==> config.mk <==
export PLATFORM = sky130hd
export DESIGN_NAME = wb_host_master_flat
export DESIGN_NICKNAME = d
export VERILOG_FILES = /design/src/rtl/wb_host_master_if.sv /design/src/rtl/wb_host_master.sv /design/src/flat_wrapper.sv
export SDC_FILE = /design/constraint.sdc
export NUM_CORES = 1
export LEC_CHECK = 0
export BUFFER_PORTS_ARGS = -buffer_cell sky130_fd_sc_hd__buf_2
export CAP_MARGIN = 10
export CORE_MARGIN = 1.5
export CORE_UTILIZATION = 40
export DETAILED_ROUTE_END_ITERATION = 8
export PLACE_DENSITY = 0.6
export SKIP_LAST_GASP = 1
export SYNTH_ARGS = -nofsm -noshare
export SYNTH_HDL_FRONTEND = slang
export SYNTH_SLANG_ARGS = --single-unit
==> constraint.sdc <==
create_clock -name clk -period 2.4 [get_ports clk]
set_clock_uncertainty 0.15 [all_clocks]
set_input_delay 0.48 -clock clk [delete_from_list [all_inputs] [get_ports clk]]
set_output_delay 0.48 -clock clk [all_outputs]
set_load 0.02 [all_outputs]
==> src/rtl/wb_host_master_if.sv <==
// Host command/response streams and the wishbone master port of wb_host_master.
// The master modport is the block's view; slave is the host + interconnect side.
interface wb_host_master_if #(
  parameter int unsigned CNT_W = 24
);
  // Host command stream
  logic             in_valid;
  logic             in_ready;
  logic [1:0]       in_cmd;
  logic [31:0]      in_addr;
  logic [CNT_W-1:0] in_count;
  logic [31:0]      in_data;

  // Host response stream
  logic             out_valid;
  logic             out_ready;
  logic [7:0]       out_status;
  logic [31:0]      out_addr;
  logic [31:0]      out_data;
  logic             out_last;

  // Wishbone master port
  logic             wb_we_o;
  logic             wb_cyc_o;
  logic             wb_stb_o;
  logic [3:0]       wb_sel_o;
  logic [31:0]      wb_adr_o;
  logic [31:0]      wb_dat_o;
  logic [31:0]      wb_dat_i;
  logic             wb_ack_i;
  logic             wb_int_i;

  modport master (
    input  in_valid, in_cmd, in_addr, in_count, in_data,
    output in_ready,
    output out_valid, out_status, out_addr, out_data, out_last,
    input  out_ready,
    output wb_we_o, wb_cyc_o, wb_stb_o, wb_sel_o, wb_adr_o, wb_dat_o,
    input  wb_dat_i, wb_ack_i, wb_int_i
  );

  modport slave (
    output in_valid, in_cmd, in_addr, in_count, in_data,
    input  in_ready,
    input  out_valid, out_status, out_addr, out_data, out_last,
    output out_ready,
    input  wb_we_o, wb_cyc_o, wb_stb_o, wb_sel_o, wb_adr_o, wb_dat_o,
    output wb_dat_i, wb_ack_i, wb_int_i
  );
endinterface

==> src/rtl/wb_host_master.sv <==
// Wishbone master turning host PING/WRITE/READ commands into single or incrementing-burst
// bus cycles; reports slave timeouts and interconnect interrupt edges back to the host.
module wb_host_master #(
  parameter int unsigned TIMEOUT_CYCLES = 1024,
  parameter int unsigned CNT_W          = 24
) (
  input  logic              clk,
  input  logic              rst,
  wb_host_master_if.master  bus,
  output logic [2:0]        dbg_state_o
);
  // Both streams: a word moves on a rising clk edge where valid && ready are both high;
  // a source holds valid and its payload unchanged until that edge.

  localparam logic [2:0] S_IDLE      = 3'd0;
  localparam logic [2:0] S_WR_WAIT   = 3'd1;
  localparam logic [2:0] S_WR_BUS    = 3'd2;
  localparam logic [2:0] S_RD_BUS    = 3'd3;
  localparam logic [2:0] S_RD_OUT    = 3'd4;
  localparam logic [2:0] S_RESP      = 3'd5;
  localparam logic [2:0] S_ERR_DRAIN = 3'd6;

  localparam logic [1:0] CMD_PING  = 2'd0;
  localparam logic [1:0] CMD_WRITE = 2'd1;
  localparam logic [1:0] CMD_READ  = 2'd2;

  localparam logic [7:0] ST_WRITE_OK  = 8'h01;
  localparam logic [7:0] ST_READ_DATA = 8'h02;
  localparam logic [7:0] ST_PING_OK   = 8'h03;
  localparam logic [7:0] ST_INTERRUPT = 8'h04;
  localparam logic [7:0] ST_TIMEOUT   = 8'hE0;
  localparam logic [7:0] ST_BAD_CMD   = 8'hE1;

  localparam int unsigned      TMO_W    = $clog2(TIMEOUT_CYCLES + 1);
  localparam logic [TMO_W-1:0] TMO_LAST = TMO_W'(TIMEOUT_CYCLES - 1);
  localparam logic [CNT_W-1:0] CNT_ONE  = CNT_W'(1);

  logic [2:0]       state_q, state_d;
  logic [31:0]      addr_q, addr_d;
  logic [31:0]      start_q, start_d;
  logic [CNT_W-1:0] rem_q, rem_d;
  logic [CNT_W-1:0] done_q, done_d;
  logic [31:0]      wdat_q, wdat_d;
  logic             cyc_q, cyc_d;
  logic             stb_q, stb_d;
  logic             we_q, we_d;
  logic [TMO_W-1:0] tmo_q, tmo_d;
  logic             out_valid_q, out_valid_d;
  logic [7:0]       out_status_q, out_status_d;
  logic [31:0]      out_addr_q, out_addr_d;
  logic [31:0]      out_data_q, out_data_d;
  logic             out_last_q, out_last_d;
  logic             int_prev_q;
  logic             int_pend_q, int_pend_d;

  logic             in_ready_c;
  logic             out_hs;
  logic             int_rise;
  logic [CNT_W-1:0] eff_count;

  assign out_hs    = out_valid_q & bus.out_ready;
  assign int_rise  = bus.wb_int_i & ~int_prev_q;
  assign eff_count = (bus.in_count == '0) ? CNT_ONE : bus.in_count;

  always_comb begin
    state_d      = state_q;
    addr_d       = addr_q;
    start_d      = start_q;
    rem_d        = rem_q;
    done_d       = done_q;
    wdat_d       = wdat_q;
    cyc_d        = cyc_q;
    stb_d        = stb_q;
    we_d         = we_q;
    tmo_d        = tmo_q;
    out_valid_d  = out_valid_q;
    out_status_d = out_status_q;
    out_addr_d   = out_addr_q;
    out_data_d   = out_data_q;
    out_last_d   = out_last_q;
    int_pend_d   = int_pend_q;
    in_ready_c   = 1'b0;

    if (stb_q && !bus.wb_ack_i) tmo_d = tmo_q + TMO_W'(1);

    case (state_q)
      S_IDLE: begin
        in_ready_c = ~int_pend_q;
        if (int_pend_q) begin
          out_valid_d  = 1'b1;
          out_status_d = ST_INTERRUPT;
          out_addr_d   = 32'h0;
          out_data_d   = 32'h1;
          out_last_d   = 1'b1;
          state_d      = S_RESP;
        end else if (bus.in_valid) begin
          addr_d  = bus.in_addr;
          start_d = bus.in_addr;
          rem_d   = eff_count;
          done_d  = '0;
          unique case (bus.in_cmd)
            CMD_WRITE: begin
              cyc_d   = 1'b1;
              state_d = S_WR_WAIT;
            end
            CMD_READ: begin
              cyc_d   = 1'b1;
              stb_d   = 1'b1;
              we_d    = 1'b0;
              tmo_d   = '0;
              state_d = S_RD_BUS;
            end
            default: begin
              out_valid_d  = 1'b1;
              out_status_d = (bus.in_cmd == CMD_PING) ? ST_PING_OK : ST_BAD_CMD;
              out_addr_d   = bus.in_addr;
              out_data_d   = 32'h0;
              out_last_d   = 1'b1;
              state_d      = S_RESP;
            end
          endcase
        end
      end

      S_WR_WAIT: begin
        in_ready_c = 1'b1;
        if (bus.in_valid) begin
          wdat_d  = bus.in_data;
          stb_d   = 1'b1;
          we_d    = 1'b1;
          tmo_d   = '0;
          state_d = S_WR_BUS;
        end
      end

      S_WR_BUS: begin
        // An ack in the terminal-count cycle still completes the word.
        if (bus.wb_ack_i) begin
          stb_d  = 1'b0;
          we_d   = 1'b0;
          addr_d = addr_q + 32'd1;
          rem_d  = rem_q - CNT_ONE;
          done_d = done_q + CNT_ONE;
          if (rem_q == CNT_ONE) begin
            cyc_d        = 1'b0;
            out_valid_d  = 1'b1;
            out_status_d = ST_WRITE_OK;
            out_addr_d   = start_q;
            out_data_d   = 32'(done_q + CNT_ONE);
            out_last_d   = 1'b1;
            state_d      = S_RESP;
          end else begin
            state_d = S_WR_WAIT;
          end
        end else if (tmo_q == TMO_LAST) begin
          cyc_d        = 1'b0;
          stb_d        = 1'b0;
          we_d         = 1'b0;
          rem_d        = rem_q - CNT_ONE;
          out_status_d = ST_TIMEOUT;
          out_addr_d   = addr_q;
          out_data_d   = 32'h0;
          out_last_d   = 1'b1;
          if (rem_q == CNT_ONE) begin
            out_valid_d = 1'b1;
            state_d     = S_RESP;
          end else begin
            state_d = S_ERR_DRAIN;
          end
        end
      end

      S_ERR_DRAIN: begin
        // Host still owes the aborted burst's data words; swallow them before reporting.
        in_ready_c = 1'b1;
        if (bus.in_valid) begin
          rem_d = rem_q - CNT_ONE;
          if (rem_q == CNT_ONE) begin
            out_valid_d = 1'b1;
            state_d     = S_RESP;
          end
        end
      end

      S_RD_BUS: begin
        if (bus.wb_ack_i) begin
          stb_d        = 1'b0;
          out_valid_d  = 1'b1;
          out_status_d = ST_READ_DATA;
          out_addr_d   = addr_q;
          out_data_d   = bus.wb_dat_i;
          out_last_d   = (rem_q == CNT_ONE);
          if (rem_q == CNT_ONE) cyc_d = 1'b0;
          state_d = S_RD_OUT;
        end else if (tmo_q == TMO_LAST) begin
          cyc_d        = 1'b0;
          stb_d        = 1'b0;
          out_valid_d  = 1'b1;
          out_status_d = ST_TIMEOUT;
          out_addr_d   = addr_q;
          out_data_d   = 32'h0;
          out_last_d   = 1'b1;
          state_d      = S_RESP;
        end
      end

      S_RD_OUT: begin
        if (out_hs) begin
          out_valid_d = 1'b0;
          if (out_last_q) begin
            state_d = S_IDLE;
          end else begin
            addr_d  = addr_q + 32'd1;
            rem_d   = rem_q - CNT_ONE;
            stb_d   = 1'b1;
            tmo_d   = '0;
            state_d = S_RD_BUS;
          end
        end
      end

      S_RESP: begin
        if (out_hs) begin
          out_valid_d = 1'b0;
          if (out_status_q == ST_INTERRUPT) int_pend_d = 1'b0;
          state_d = S_IDLE;
        end
      end

      default: state_d = S_IDLE;
    endcase

    // A fresh edge outranks the clear of an earlier one reported this cycle.
    if (int_rise) int_pend_d = 1'b1;
  end

  always_ff @(posedge clk or negedge rst) begin
    if (!rst) begin
      state_q      <= S_IDLE;
      addr_q       <= '0;
      start_q      <= '0;
      rem_q        <= '0;
      done_q       <= '0;
      wdat_q       <= '0;
      cyc_q        <= 1'b0;
      stb_q        <= 1'b0;
      we_q         <= 1'b0;
      tmo_q        <= '0;
      out_valid_q  <= 1'b0;
      out_status_q <= '0;
      out_addr_q   <= '0;
      out_data_q   <= '0;
      out_last_q   <= 1'b0;
      int_prev_q   <= 1'b0;
      int_pend_q   <= 1'b0;
    end else begin
      state_q      <= state_d;
      addr_q       <= addr_d;
      start_q      <= start_d;
      rem_q        <= rem_d;
      done_q       <= done_d;
      wdat_q       <= wdat_d;
      cyc_q        <= cyc_d;
      stb_q        <= stb_d;
      we_q         <= we_d;
      tmo_q        <= tmo_d;
      out_valid_q  <= out_valid_d;
      out_status_q <= out_status_d;
      out_addr_q   <= out_addr_d;
      out_data_q   <= out_data_d;
      out_last_q   <= out_last_d;
      int_prev_q   <= bus.wb_int_i;
      int_pend_q   <= int_pend_d;
    end
  end

  assign bus.in_ready   = in_ready_c & rst;
  assign bus.out_valid  = out_valid_q;
  assign bus.out_status = out_status_q;
  assign bus.out_addr   = out_addr_q;
  assign bus.out_data   = out_data_q;
  assign bus.out_last   = out_last_q;
  assign bus.wb_cyc_o   = cyc_q;
  assign bus.wb_stb_o   = stb_q;
  assign bus.wb_we_o    = we_q;
  assign bus.wb_sel_o   = {4{stb_q}};
  assign bus.wb_adr_o   = addr_q;
  assign bus.wb_dat_o   = wdat_q;
  assign dbg_state_o    = state_q;
endmodule

==> src/flat_wrapper.sv <==
// flat-port wrapper written by rule: the top's interface ports become plain ports
module wb_host_master_flat 
#(
  parameter int unsigned TIMEOUT_CYCLES = 1024,
  parameter int unsigned CNT_W          = 24
)
  (clk, rst, dbg_state_o, bus_in_valid, bus_in_cmd, bus_in_addr, bus_in_count, bus_in_data, bus_in_ready, bus_out_valid, bus_out_status, bus_out_addr, bus_out_data, bus_out_last, bus_out_ready, bus_wb_we_o, bus_wb_cyc_o, bus_wb_stb_o, bus_wb_sel_o, bus_wb_adr_o, bus_wb_dat_o, bus_wb_dat_i, bus_wb_ack_i, bus_wb_int_i);
  wb_host_master_if #(.CNT_W(CNT_W)) bus_i ();
  input  logic clk;
  input  logic rst;
  output logic [2:0] dbg_state_o;
  input wire logic [$bits(bus_i.in_valid)-1:0] bus_in_valid;
  input wire logic [$bits(bus_i.in_cmd)-1:0] bus_in_cmd;
  input wire logic [$bits(bus_i.in_addr)-1:0] bus_in_addr;
  input wire logic [$bits(bus_i.in_count)-1:0] bus_in_count;
  input wire logic [$bits(bus_i.in_data)-1:0] bus_in_data;
  output wire logic [$bits(bus_i.in_ready)-1:0] bus_in_ready;
  output wire logic [$bits(bus_i.out_valid)-1:0] bus_out_valid;
  output wire logic [$bits(bus_i.out_status)-1:0] bus_out_status;
  output wire logic [$bits(bus_i.out_addr)-1:0] bus_out_addr;
  output wire logic [$bits(bus_i.out_data)-1:0] bus_out_data;
  output wire logic [$bits(bus_i.out_last)-1:0] bus_out_last;
  input wire logic [$bits(bus_i.out_ready)-1:0] bus_out_ready;
  output wire logic [$bits(bus_i.wb_we_o)-1:0] bus_wb_we_o;
  output wire logic [$bits(bus_i.wb_cyc_o)-1:0] bus_wb_cyc_o;
  output wire logic [$bits(bus_i.wb_stb_o)-1:0] bus_wb_stb_o;
  output wire logic [$bits(bus_i.wb_sel_o)-1:0] bus_wb_sel_o;
  output wire logic [$bits(bus_i.wb_adr_o)-1:0] bus_wb_adr_o;
  output wire logic [$bits(bus_i.wb_dat_o)-1:0] bus_wb_dat_o;
  input wire logic [$bits(bus_i.wb_dat_i)-1:0] bus_wb_dat_i;
  input wire logic [$bits(bus_i.wb_ack_i)-1:0] bus_wb_ack_i;
  input wire logic [$bits(bus_i.wb_int_i)-1:0] bus_wb_int_i;
  assign bus_i.in_valid = bus_in_valid;
  assign bus_i.in_cmd = bus_in_cmd;
  assign bus_i.in_addr = bus_in_addr;
  assign bus_i.in_count = bus_in_count;
  assign bus_i.in_data = bus_in_data;
  assign bus_in_ready = bus_i.in_ready;
  assign bus_out_valid = bus_i.out_valid;
  assign bus_out_status = bus_i.out_status;
  assign bus_out_addr = bus_i.out_addr;
  assign bus_out_data = bus_i.out_data;
  assign bus_out_last = bus_i.out_last;
  assign bus_i.out_ready = bus_out_ready;
  assign bus_wb_we_o = bus_i.wb_we_o;
  assign bus_wb_cyc_o = bus_i.wb_cyc_o;
  assign bus_wb_stb_o = bus_i.wb_stb_o;
  assign bus_wb_sel_o = bus_i.wb_sel_o;
  assign bus_wb_adr_o = bus_i.wb_adr_o;
  assign bus_wb_dat_o = bus_i.wb_dat_o;
  assign bus_i.wb_dat_i = bus_wb_dat_i;
  assign bus_i.wb_ack_i = bus_wb_ack_i;
  assign bus_i.wb_int_i = bus_wb_int_i;
  wb_host_master #(.TIMEOUT_CYCLES(TIMEOUT_CYCLES), .CNT_W(CNT_W)) u_core (.clk(clk), .rst(rst), .bus(bus_i), .dbg_state_o(dbg_state_o));
endmodule
# Word level (Yosys, flattened, before mapping)
# Index checks and enable logic that the tools add are counted.
[classes]
add_sub_neg = 5
mul = 0
n_div = 0
n_lt_le_gt_ge = 0
n_eq_ne = 30
shift = 0
mux = 108
bitwise_logic = 5
reduce_logical = 32
[ops]
columns = ["operator", "n"]
rows = [
  ["two-way mux 32 bit", 19],
  ["one-hot mux 32 bit (3 select lines)", 3],
  ["two-way mux 24 bit", 11],
  ["one-hot mux 24 bit (4 select lines)", 1],
  ["two-way mux 11 bit", 7],
  ["two-way mux 8 bit", 8],
  ["one-hot mux 24 bit (2 select lines)", 1],
  ["two-way mux 3 bit", 12],
  ["two-way mux 1 bit", 34],
  ["one-hot mux 11 bit (3 select lines)", 1],
  ["adder 32 x 1 -> 32 bit, second input constant", 1],
  ["adder 24 x 1 -> 25 bit, second input constant", 1],
  ["adder 24 x 1 -> 24 bit, second input constant", 1],
  ["== test 24 x 1 -> 1 bit, second input constant", 1],
  ["zero test 24 bit", 1],
  ["one-hot mux 8 bit (3 select lines)", 1],
  ["subtractor 24 x 1 -> 24 bit, second input constant", 1],
  ["one-hot mux 3 bit (7 select lines)", 1],
  ["!= test 3 x 2 -> 1 bit, second input constant", 6],
  ["AND reduction 6 bit", 3],
  ["!= test 2 bit, second input constant", 8],
  ["AND reduction 8 bit", 2],
  ["AND reduction 7 bit", 2],
  ["adder 11 x 1 -> 11 bit, second input constant", 1],
  ["29 further kinds", 53],
]
[word_totals]
register_bits = 237
latch_bits = 0
ramBits = 0
romBits = 0
inputBits = 128
mem_count = 0

# Logic depth before layout (Yosys ltp)
[depth]
depth_word = 7
mapped_depth = 10
ltp_nobuf = 7

# Worst setup path before layout
# OpenSTA, ideal clock, no wires.
[synth_path]
path_kind = "input -> register"
startpoint = "input port bus_in_cmd[0]"
endpoint = "register u_core.out_status_q[0] (netlist: u_core.bus.out_status[0])"
setup_time_ps = 125
t_arrival_ps = 2079
slack_ps = 47
cell_stages = 8
n_path_buf = 1
cell_sequence = "inv_1 -> ha_1 -> nand2b_1 -> a21o_1 -> a21o_1 -> clkbuf_1 -> nor2_2 -> mux2_2"
[synth_between]
elab_chain_cells = 4
elab_cells_between_ends = 5
[synth_lines]
columns = ["element", "line", "source"]
rows = [
  ["from (decl)", "flat_wrapper.sv:13", "input wire logic [$bits(bus_i.in_cmd)-1:0] bus_in_cmd;"],
  ["== test 2 x 1 -> 1 bit / == test 2 bit (equally long branches)", "wb_host_master.sv:101", "unique case (bus.in_cmd)"],
  ["OR reduction 2 bit (no source line) *", "--", ""],
  ["!= test 3 x 2 -> 1 bit (no source line) *", "--", ""],
  ["AND reduction 4 bit (no source line) *", "--", ""],
  ["to (signal assigned)", "wb_host_master.sv:268", "out_status_q <= out_status_d;"],
  ["to (decl)", "wb_host_master.sv:49", "logic [7:0] out_status_q, out_status_d;"],
]
# Mark *: on every way between the ends. The rest lies on a longest branch, timed or not.
# A chain may end at the register's enable or synchronous reset.

# Worst setup path after layout
[layout_path]
startpoint = "register u_core.state_q[2] (netlist: u_core.dbg_state_o[2])"
endpoint = "register u_core.out_data_q[26] (netlist: u_core.bus.out_data[26])"
[layout_between]
elab_chain_cells = 3
elab_cells_between_ends = 9
[layout_lines]
columns = ["element", "line", "source"]
rows = [
  ["from (decl)", "wb_host_master.sv:38", "logic [2:0] state_q, state_d;"],
  ["from (signal assigned)", "wb_host_master.sv:257", "state_q <= state_d;"],
  ["== test 3 x 2 -> 1 bit / zero test 3 bit (equally long branches)", "wb_host_master.sv:86", "case (state_q)"],
  ["!= test 3 x 2 -> 1 bit (no source line) / nonzero test 3 bit (equally long branches)", "--", ""],
  ["AND reduction 4 bit (no source line)", "--", ""],
  ["to (signal assigned)", "wb_host_master.sv:270", "out_data_q <= out_data_d;"],
  ["to (decl)", "wb_host_master.sv:51", "logic [31:0] out_data_q, out_data_d;"],
]
# Several ways; a longest one is shown, not always the timed one.

==> run metrics <==
Final Setup Violations=0; VDD IR max=0.0008160 V; Unique masters post-synth=91; worst min-delay path class=in2reg; Worst-Margin Slew=0.7376 ns; reg-to-reg endpoint=u_core.bus.out_data[26]; Final ANT Viol Nets=0; Lkg Pwr=7.998 nW; pin count of the biggest net entering global routing=133; Worst Min Path Start=bus_in_addr[21]; layout cells sized above 1=0.2882; syn nets=1,636; clock latency on the worst-skew pair=0.55 ns; fin nets=1,978; fmax=416.9 MHz; detailed-route DRC error count=0; hpwl dp=31,530 um; power per cell area=1292 mW/mm2; Hold Path Stages=3; Placed Cells=2,216; Tmin final=2.399 ns; CTS clk-pin slew, worst paths=0.06 ns; Core ar.=0.03345 mm2; clk buf depth=3; max_cap viols=0; number of synthesized register bits=237; Crit Reg-Reg Startpoint=u_core.dbg_state_o[2]; total track usage=0.2549; synthesis-to-finish area growth=29.21%; complex-gate fraction of the synthesized area=0.2544; ys flop type=dfrtp_1; syn avg cell area=9.017 um2; RSZ-0062 raised after global routing=true; fin util=0.5225; Die Span Y=186.9 um; CTS root buf=clkbuf_16; final setup TNS=0 ns; Final period util=0.9995; Die W=186.9 um; crit path max fanout=11; first-pass GRT wire length=72,560 um; Rows=67; Ys Warns=0; post-route cell area=0.01748 mm2; routed wire length per instance=19.61 um; Reg2Reg Depth=7; worst endpoint data arrival time=2.74 ns; post-synthesis xor/xnor area fraction=0.01036; Die Area=0.03493 mm2; io pins=277; WHS=0.01454 ns; total power=22.59 mW; share of flip-flops with an asynchronous set or reset=1.000; Crit Path Category=reg2reg; CP Launch Type=register; slew margin rel.=0.5083; TritonCTS clock tree=built; Vias/cell=5.834; FILL cells=3,188; global route total overflow=0; DP Area=0.01598 mm2; Synth Area in Adders=0.007401; Post-Route WL=45,350 um; Final Hold Fails=0; PortBufs=276; DR iter-0 viols=1,370; final worst slack=0.001108 ns; EDFF count, synth=0; area of the multi-input gates=0.007014 mm2; Placer Congestion=0.8858; dpl ws=-0.1601 ns; clk sinks=237; post-synthesis mux area share=0.03265; Hold Crit Endpoint=u_core.start_q[21]; Worst Setup End Kind=register; r2r setup slk=0.001 ns; Starting Density=0.4044; Post-Syn Area=0.01353 mm2; main combinational cell family by area after synthesis=compound AO/OA/AOI/OAI gates; vias in the first global route=13,110; CTS buffer count=29; initial antenna violation count=4; status=finished, final reports clean; final slew viol count=0; Post-Synth Simple-Gate Area=0.2062; DR pass1 iterations=6; Non-Filler Instances=2,313; # H-tree levels=1; DR vias=13,500; Register Area=0.005931 mm2; Crit path required time=2.74 ns; post-synthesis sequential area ratio=0.4385; synthesized instance count=1,500
==> sequential cells by signal, summed over array words and instances (netlist names), 3 cells and up <==
| name | flops |
|---|---|
| u_core.dbg_state_o | 3 |
| u_core.bus.wb_adr_o | 32 |
| u_core.bus.out_data | 32 |
| u_core.tmo_q | 11 |
| u_core.bus.wb_dat_o | 32 |
| u_core.bus.out_status | 8 |
| u_core.done_q | 24 |
| u_core.rem_q | 24 |
| u_core.start_q | 32 |
| u_core.bus.out_addr | 32 |
==> worst max path at each step <==
stage	from	endpoint	slack, ns	cells past startpoint
floorplan	bus_in_cmd[0]	u_core.bus.out_status[0]	0.05	8
global placement	bus_in_cmd[0]	u_core.bus.out_data[21]	-0.13	9
detailed placement	bus_in_cmd[0]	u_core.bus.out_data[21]	-0.16	9
CTS	u_core.dbg_state_o[1]	bus_in_ready	0.002	6
global route	u_core.tmo_q[0]	u_core.rem_q[7]	-0.001	7
finish	u_core.dbg_state_o[2]	u_core.bus.out_data[26]	0.001	7
==> routing by layer <==
layer	wire, um	GRT usage
met5	23	0
met4	1277	0.08282
met1	19780	0.3446
met2	21220	0.4143
met3	3057	0.04578
==> repair_timing <==
| item | 4_1_cts | 5_1_grt |
|---|---|---|
| hold buffers | 30 | 0 |
| buffers inserted | 3 | 9 |
| pin swaps | 1 | 2 |
| endpoints found under the setup margin | 1 | 63 |
| resized for setup | 8 | 18 |
| hold endpoints to repair | 266 | 0 |
| cloned | 0 | 1 |
==> power breakdown <==
group,switching (mW),leakage [nW],internal (mW)
Sequential,1.24,3.03,5.41
Clock,1.75,0.487,2.76
Combinational,6.80,4.49,4.63
Total,9.79,8.00,12.8
==> cells by family after synthesis <==
logic type	count (synthesis)
muxes	40
DFF	237
xor gates and xnor gates	16
adders and majority gates	8
and+or+nand+nor	558
buffers and inverters	147
AOI/OAI and AO/OA	494
==> layout make-up <==
cell class	count	area share
multi-input combinational	1117	0.4013
sequential	237	0.3393
timing repair buffer	437	0.1657
clock buffer	45	0.05126
tap	448	0.03207
clock inverter	7	0.005226
inverter	20	0.004725
antenna	2	0.0002864
==> critical path, cell delays in order (launching register included) <==
cell	delay, ns
dfrtp_1	0.42
buf_4	0.16
buf_4	0.18
nor2b_1	0.35
o21ai_0	0.28
nor2_1	0.41
buf_4	0.24
a22o_1	0.16
==> placed cells by master (no fill, tap or decap), drive strengths merged, types with 12 or more instances in the layout <==
cell           n
buf          407
dfrtp        237
nand2        217
o21ai        127
nor2         108
a21oi         76
nand3         62
clkbuf        45
o22a          40
mux2          33
a211oi        33
dlygate4sd3   30
a221oi        30
nor3          26
nand4         25
nor4          23
and3          20
inv           19
a31oi         18
a22o          17
a2bb2oi       15
o22ai         14
and2          13
o211ai        13
a22oi         13
and4          12
o31ai         12
==> cell usage after synthesis (15+ instances only) <==
library cell  number  area (um2)
a211oi_1          33       247.7
a21oi_1           74       370.4
a221oi_1          29       254.0
a22o_1            17       148.9
a2bb2oi_1         15       131.4
a31oi_1           17       106.4
and3_1            20       125.1
buf_2             52       260.3
clkbuf_1          58       217.7
dfrtp_1          237        5931
inv_1             20       75.07
mux2_2            33       371.6
nand2_1          214       803.3
nand3_1           61       305.3
nand4_1           24       150.1
nor2_1           106       397.9
nor3_1            25       125.1
nor4_1            17       106.4
o21ai_0          125       625.6
o22a_1            40       350.3
(Power assumes the default switching activity.)
